**config.mk**
```make
export PLATFORM = sky130hd
export DESIGN_NAME = cla_adder_reg
export DESIGN_NICKNAME = d
export VERILOG_FILES = /design/src/rtl/cla_adder_reg.sv
export SDC_FILE = /design/constraint.sdc
export NUM_CORES = 1
export LEC_CHECK = 0
export ABC_AREA = 1
export CAP_MARGIN = 20
export CORE_AREA = 4 4 41 43
export CTS_CLUSTER_SIZE = 12
export DETAILED_ROUTE_END_ITERATION = 10
export DIE_AREA = 0 0 45 47
export HOLD_SLACK_MARGIN = 0.1
export PLACE_DENSITY_LB_ADDON = 0.15
export SYNTH_ARGS = -nofsm -noshare
export SYNTH_HDL_FRONTEND = slang
export SYNTH_SLANG_ARGS = --single-unit
export TNS_END_PERCENT = 30
```
**constraint.sdc**
```tcl
create_clock -name clk -period 0.8 [get_ports clk]
set_input_delay 0.08 -clock clk [delete_from_list [all_inputs] [get_ports clk]]
set_output_delay 0.08 -clock clk [all_outputs]
set_load 0.1 [all_outputs]
```
**src/rtl/cla_adder_reg.sv**
```systemverilog
// Registered N-bit two-level carry-look-ahead adder: {C_out,S} = A + B + C_in, one-cycle latency.
// Optional signed-overflow output V is compiled in when CLA_OVERFLOW_EN is defined.
module cla_adder_reg #(
    parameter int unsigned N     = 4,
    parameter int unsigned GROUP = 4
) (
    input  logic         clk,
    input  logic         rst_n,
    input  logic         in_valid,
    input  logic [N-1:0] A,
    input  logic [N-1:0] B,
    input  logic         C_in,
    output logic [N-1:0] S,
    output logic         C_out,
    output logic         out_valid
`ifdef CLA_OVERFLOW_EN
    ,
    output logic         V
`endif
);

    localparam int unsigned NG  = (N + GROUP - 1) / GROUP;
    localparam int          NI  = int'(N);
    localparam int          GI  = int'(GROUP);
    localparam int          NGI = int'(NG);

    logic [N-1:0]  w_g;
    logic [N-1:0]  w_p;
    logic [NG-1:0] w_gg;
    logic [NG-1:0] w_gp;
    logic [NG-1:0] w_gc;
    logic [N:0]    w_c;

    logic [N-1:0]  r_s;
    logic          r_c_out;
    logic          r_valid;

    assign w_g = A & B;
    assign w_p = A ^ B;

    // Group generate/propagate; the MSB group may be partial, so bits past N are skipped.
    always_comb begin : group_terms
        logic v_t;
        v_t  = 1'b0;
        w_gg = '0;
        w_gp = '1;
        for (int k = 0; k < NGI; k++) begin
            for (int i = 0; i < GI; i++) begin
                if (k * GI + i < NI) begin
                    w_gp[k] = w_gp[k] & w_p[k * GI + i];
                    v_t = w_g[k * GI + i];
                    for (int m = i + 1; m < GI; m++) begin
                        if (k * GI + m < NI) begin
                            v_t = v_t & w_p[k * GI + m];
                        end
                    end
                    w_gg[k] = w_gg[k] | v_t;
                end
            end
        end
    end

    // Second lookahead level: every group carry-in is a flat product sum of GG/GP and C_in.
    always_comb begin : group_carry
        logic v_t;
        v_t  = 1'b0;
        w_gc = '0;
        for (int k = 0; k < NGI; k++) begin
            v_t = C_in;
            for (int m = 0; m < k; m++) begin
                v_t = v_t & w_gp[m];
            end
            w_gc[k] = v_t;
            for (int j = 0; j < k; j++) begin
                v_t = w_gg[j];
                for (int m = j + 1; m < k; m++) begin
                    v_t = v_t & w_gp[m];
                end
                w_gc[k] = w_gc[k] | v_t;
            end
        end
    end

    // In-group carries expanded from the group carry-in, no ripple between bits.
    always_comb begin : bit_carry
        logic v_t;
        v_t    = 1'b0;
        w_c    = '0;
        w_c[0] = C_in;
        for (int k = 0; k < NGI; k++) begin
            for (int i = 0; i < GI; i++) begin
                if (k * GI + i < NI) begin
                    v_t = w_gc[k];
                    for (int m = 0; m <= i; m++) begin
                        v_t = v_t & w_p[k * GI + m];
                    end
                    w_c[k * GI + i + 1] = v_t;
                    for (int j = 0; j <= i; j++) begin
                        v_t = w_g[k * GI + j];
                        for (int m = j + 1; m <= i; m++) begin
                            v_t = v_t & w_p[k * GI + m];
                        end
                        w_c[k * GI + i + 1] = w_c[k * GI + i + 1] | v_t;
                    end
                end
            end
        end
    end

    // Output register: loads on in_valid, otherwise holds; valid is a one-cycle pulse.
    always_ff @(posedge clk or negedge rst_n) begin
        if (!rst_n) begin
            r_s     <= '0;
            r_c_out <= 1'b0;
            r_valid <= 1'b0;
        end else begin
            r_valid <= in_valid;
            if (in_valid) begin
                r_s     <= w_p ^ w_c[N-1:0];
                r_c_out <= w_c[N];
            end
        end
    end

    assign S         = r_s;
    assign C_out     = r_c_out;
    assign out_valid = r_valid;

`ifdef CLA_OVERFLOW_EN
    logic r_v;

    always_ff @(posedge clk or negedge rst_n) begin
        if (!rst_n) begin
            r_v <= 1'b0;
        end else if (in_valid) begin
            r_v <= w_c[N] ^ w_c[N-1];
        end
    end

    assign V = r_v;
`endif

endmodule

```
# After elaboration in Yosys (flattened, before gate mapping)
# Index checks and enable logic that the tools add are counted.
# W data, S select, Z words.
[word_totals]
reg_bits = 6
inputBits = 12
out_inout_bits = 6
word_cells = 26
[op_classes]
bitwise = 23
[op_table]
columns = ["op", "count"]
rows = [
  ["$and A1 B1 Y1", 10],
  ["$or A1 B1 Y1", 10],
  ["$xor A4 B4 Y4", 2],
  ["$and A4 B4 Y4", 1],
]

# Logic depth before layout (Yosys ltp)
[logic_depth]
depth_word = 9
depth_mapped = 8
mapped_depth_nobuf = 8

# Worst setup path after synthesis
# Ideal clock, no wire load.
[synth_timing]
kind = "reg-to-reg"
from = "register S[2] (netlist name)"
to = "register r_s[2], in the netlist S[2]"
setup_time_ns = 0.083
arrival_ns = 1.078
required_time_ns = 0.717
setup_slack_ns = -0.360
path_stages_with_launch = 3
n_path_buf = 0
synth_period_minus_slack_ns = 1.160
path_cell_list = "dfrtp_1 -> nand2_1 -> o21ai_0"
[synth_rtl]
columns = ["item", "line_no", "text"]
rows = [
  ["to (signal assigned)", "119", "r_s <= w_p ^ w_c[N-1:0];"],
  ["to (decl)", "34", "logic [N-1:0] r_s;"],
]

# Worst setup path after layout
[layout_timing]
from = "register r_s[1], in the netlist S[1]"
to = "output S[1]"
[layout_rtl]
columns = ["item", "line_no", "text"]
rows = [
  ["to (decl)", "13", "output logic [N-1:0] S,"],
]
# No word-level cell between the ends.

==> results.sh <==
export IMPL_worstReg2RegStart="S[1]"
export IMPL_met2_usage_pct=14.7
export IMPL_p_int_mw=0.838
export IMPL_slowest_stage="dfrtp_4"
export IMPL_grt_ovfl_total=0
export IMPL_endpoint="S[1]"
export IMPL_yosys_area_top_type="dfrtp_1"
export IMPL_critPathBufInv=1
export IMPL_p_seq_share_pct=28.2
export IMPL_syn2layout_area_growth_pct=105
export IMPL_first_global_vias=345
export IMPL_grt_antenna_before_repair=0
export IMPL_finalCritPeriodShare_pct=123
export IMPL_grt_setup_unrepaired="true"
export IMPL_min_delay_path_class="in2async"
export IMPL_drive_above_1_share_pct=44.8
export IMPL_clock_skew_final_ns=0
export IMPL_htreeDepth=1
export IMPL_final_nets=87
export IMPL_synthesis_nets=61
export IMPL_yosys_top_cells_area="dfrtp_1, nand2_1, ha_1"
export IMPL_drtAntennaViolNets=0
export IMPL_cts_max_path_buffers=2
export IMPL_violations="setup timing"
export IMPL_fp_row_count=13
export IMPL_drtIter0Drc=6
export IMPL_ir_drop_uv=741
export IMPL_report_final_slew_viol_count=0
export IMPL_r2r_end="S[1]"
export IMPL_grt_usage_pct=9.63
export IMPL_syn_instance_count=43
export IMPL_core_area_um2=1300
export IMPL_drc=0
export IMPL_grt_pass1_wl_um=1360
export IMPL_ys_seq_area_share_pct=40.8
export IMPL_setup_viol=9
export IMPL_timing_fmax_mhz=1020
export IMPL_num_antenna_cells=0
export IMPL_clk_pin_slew_ns=0.04
export IMPL_hold_viol=0
export IMPL_first_pass_iters=3
export IMPL_final_cells=82
export IMPL_critPathLaunch="S[1]"
export IMPL_die_width_um=45
export IMPL_io_pin_count=18
export IMPL_crit_chain="buf_12"
export IMPL_ys_warn_count=0
export IMPL_final_cell_mix="nand2_1, buf_12, dfrtp_2, ha_4"
export IMPL_p_sw_mw=0.593
export IMPL_num_vias=358
export IMPL_final_common_cell="nand2_1"
export IMPL_crit_required_ns=0.72
export IMPL_critPathTopFamily="flip-flops"
export IMPL_use_met1_pct=9.53
export IMPL_leakage_nw=0.347
export IMPL_gp_congestion=0.738
export IMPL_p_per_area_nw_per_um2=1890
export IMPL_wl_per_cell_um=9.21
export IMPL_grtUsageMet3_pct=1.53
export IMPL_postPlaceCellArea_um2=694
export IMPL_dieArea_um2=2120
export IMPL_drv_cap=0
export IMPL_io_buffers=17
export IMPL_finalWorstSetupSlack_ns=-0.181
export IMPL_cts_root_buf="clkbuf_4"
export IMPL_die_h_um=47
export IMPL_synth_top_area_share_pct=40.8
export IMPL_pre_cts_ws_ns=-0.740
export IMPL_reg2regPathDepth=2
export IMPL_initial_core_util_pct=28.3
export IMPL_cp_data_arrival_time_ns=0.90
export IMPL_relSlewSlack_pct=82.6
export IMPL_worst_setup_path_type="reg2out"
export IMPL_outcome="complete, but fails checks"
export IMPL_rrSetupSlack_ns=0.08
export IMPL_synth_distinct_cells=11
export IMPL_syn_area_um2=368
export IMPL_dp_cells=79
export IMPL_avgSynthCellArea_um2=8.55
export IMPL_crit_path_start_kind="register"
export IMPL_tns_ns=-0.861
export IMPL_cpPeakStageDelay_ns=0.48
export IMPL_busiest_layer="met2"
export IMPL_crit_fanout=2
export IMPL_synth_seq_cells=6
export IMPL_dp_hpwl_um=660
export IMPL_layout_min_cycle_time_ns=0.981
export IMPL_power_share_clock_pct=19.2
export IMPL_postCtsSetupBuffers=0
export IMPL_stdcell_area_um2=756
export IMPL_cts_sinks=6
export IMPL_cts_tree="built"
export IMPL_crit_cells=1
export IMPL_end_kind="output pin"
export IMPL_grt_max_degree=7
export IMPL_numCtsBuffers=3
export IMPL_clk_latency_ns=0.25
export IMPL_combPwrFrac_pct=52.6
export IMPL_vias_per_cell=4.37
export IMPL_sw_frac_of_total_pct=41.4
export IMPL_tightest_slew_ns=0.261
export IMPL_wirelength_um=755
==> final cells by class <==
cell class              instances  area [µm²]
flip-flops and latches          6         160
fillers                       116         546
well taps                      15        18.8
inverters                       4        15.0
repair buffers                 21         262
multi-input cells              33         278
clock buffers                   3        22.5
==> sequential cells by signal, summed over array words and instances (netlist names) <==
| register | cells |
|---|---|
| S | 4 |
| out_valid | 1 |
| C_out | 1 |
==> power by group through the flow <==
stage               combinational [mW]  clock [mW]  sequential (mW)
floorplan                        0.127           0            0.696
global placement                 0.729           0            0.407
detailed placement               0.735           0            0.410
CTS                              0.748       0.292            0.406
global route                     0.795       0.313            0.409
finish                           0.753       0.274            0.404
==> logic make-up (layout without fill, tap and decap cells) <==
kind of cell | Yosys count | after routing | synth area share, %
AOI/OAI and AO/OA | 2 | 2 | 2.72
buffers and inverters | 4 | 28 | 4.08
DFF | 6 | 6 | 40.8
and+or+nand+nor | 24 | 24 | 27.6
adders and majority gates | 6 | 6 | 22.4
xor gates and xnor gates | 1 | 1 | 2.38
==> layer usage <==
| metal | up-vias | wire [µm] |
|---|---|---|
| li1 | 188 | - |
| met3 | 3 | 58 |
| met4 | 0 | 32 |
| met1 | 153 | 285 |
| met5 | - | 0 |
| met2 | 14 | 379 |
==> worst min-delay path by stage <==
| stage | cells after the start | to | start |
|---|---|---|---|
| floorplan | 0 | C_out | rst_n |
| global placement | 1 | S[1] | rst_n |
| detailed placement | 1 | S[1] | rst_n |
| CTS | 1 | S[1] | rst_n |
| global route | 1 | S[0] | rst_n |
| finish | 1 | S[1] | rst_n |
==> Yosys cell counts <==
cell type  number
dfrtp_1         6
fa_1            1
nand3_1         4
nor2_1          1
ha_1            5
nand2_1        17
inv_1           4
o21ai_0         2
nand3b_1        1
xnor2_1         1
nand4_1         1
==> through the flow <==
stage          total power, mW  hold WS [ns]  utilization (%)
2_1_floorplan            0.823        -0.216                -
3_3_place_gp              1.14         0.333             53.4
3_5_place_dp              1.14         0.335             53.4
4_1_cts                   1.45        0.0688             56.5
5_1_grt                   1.52        0.0929             58.1
6_report                  1.43        0.0700             58.1
==> timing repair <==
item / CTS / global route
gates resized for setup: 22 / 6
endpoints found under the setup margin: 11 / 10
pin swaps: 7 / 9
endpoints found under the hold margin: 6 / 4
(Power assumes the default switching activity.)
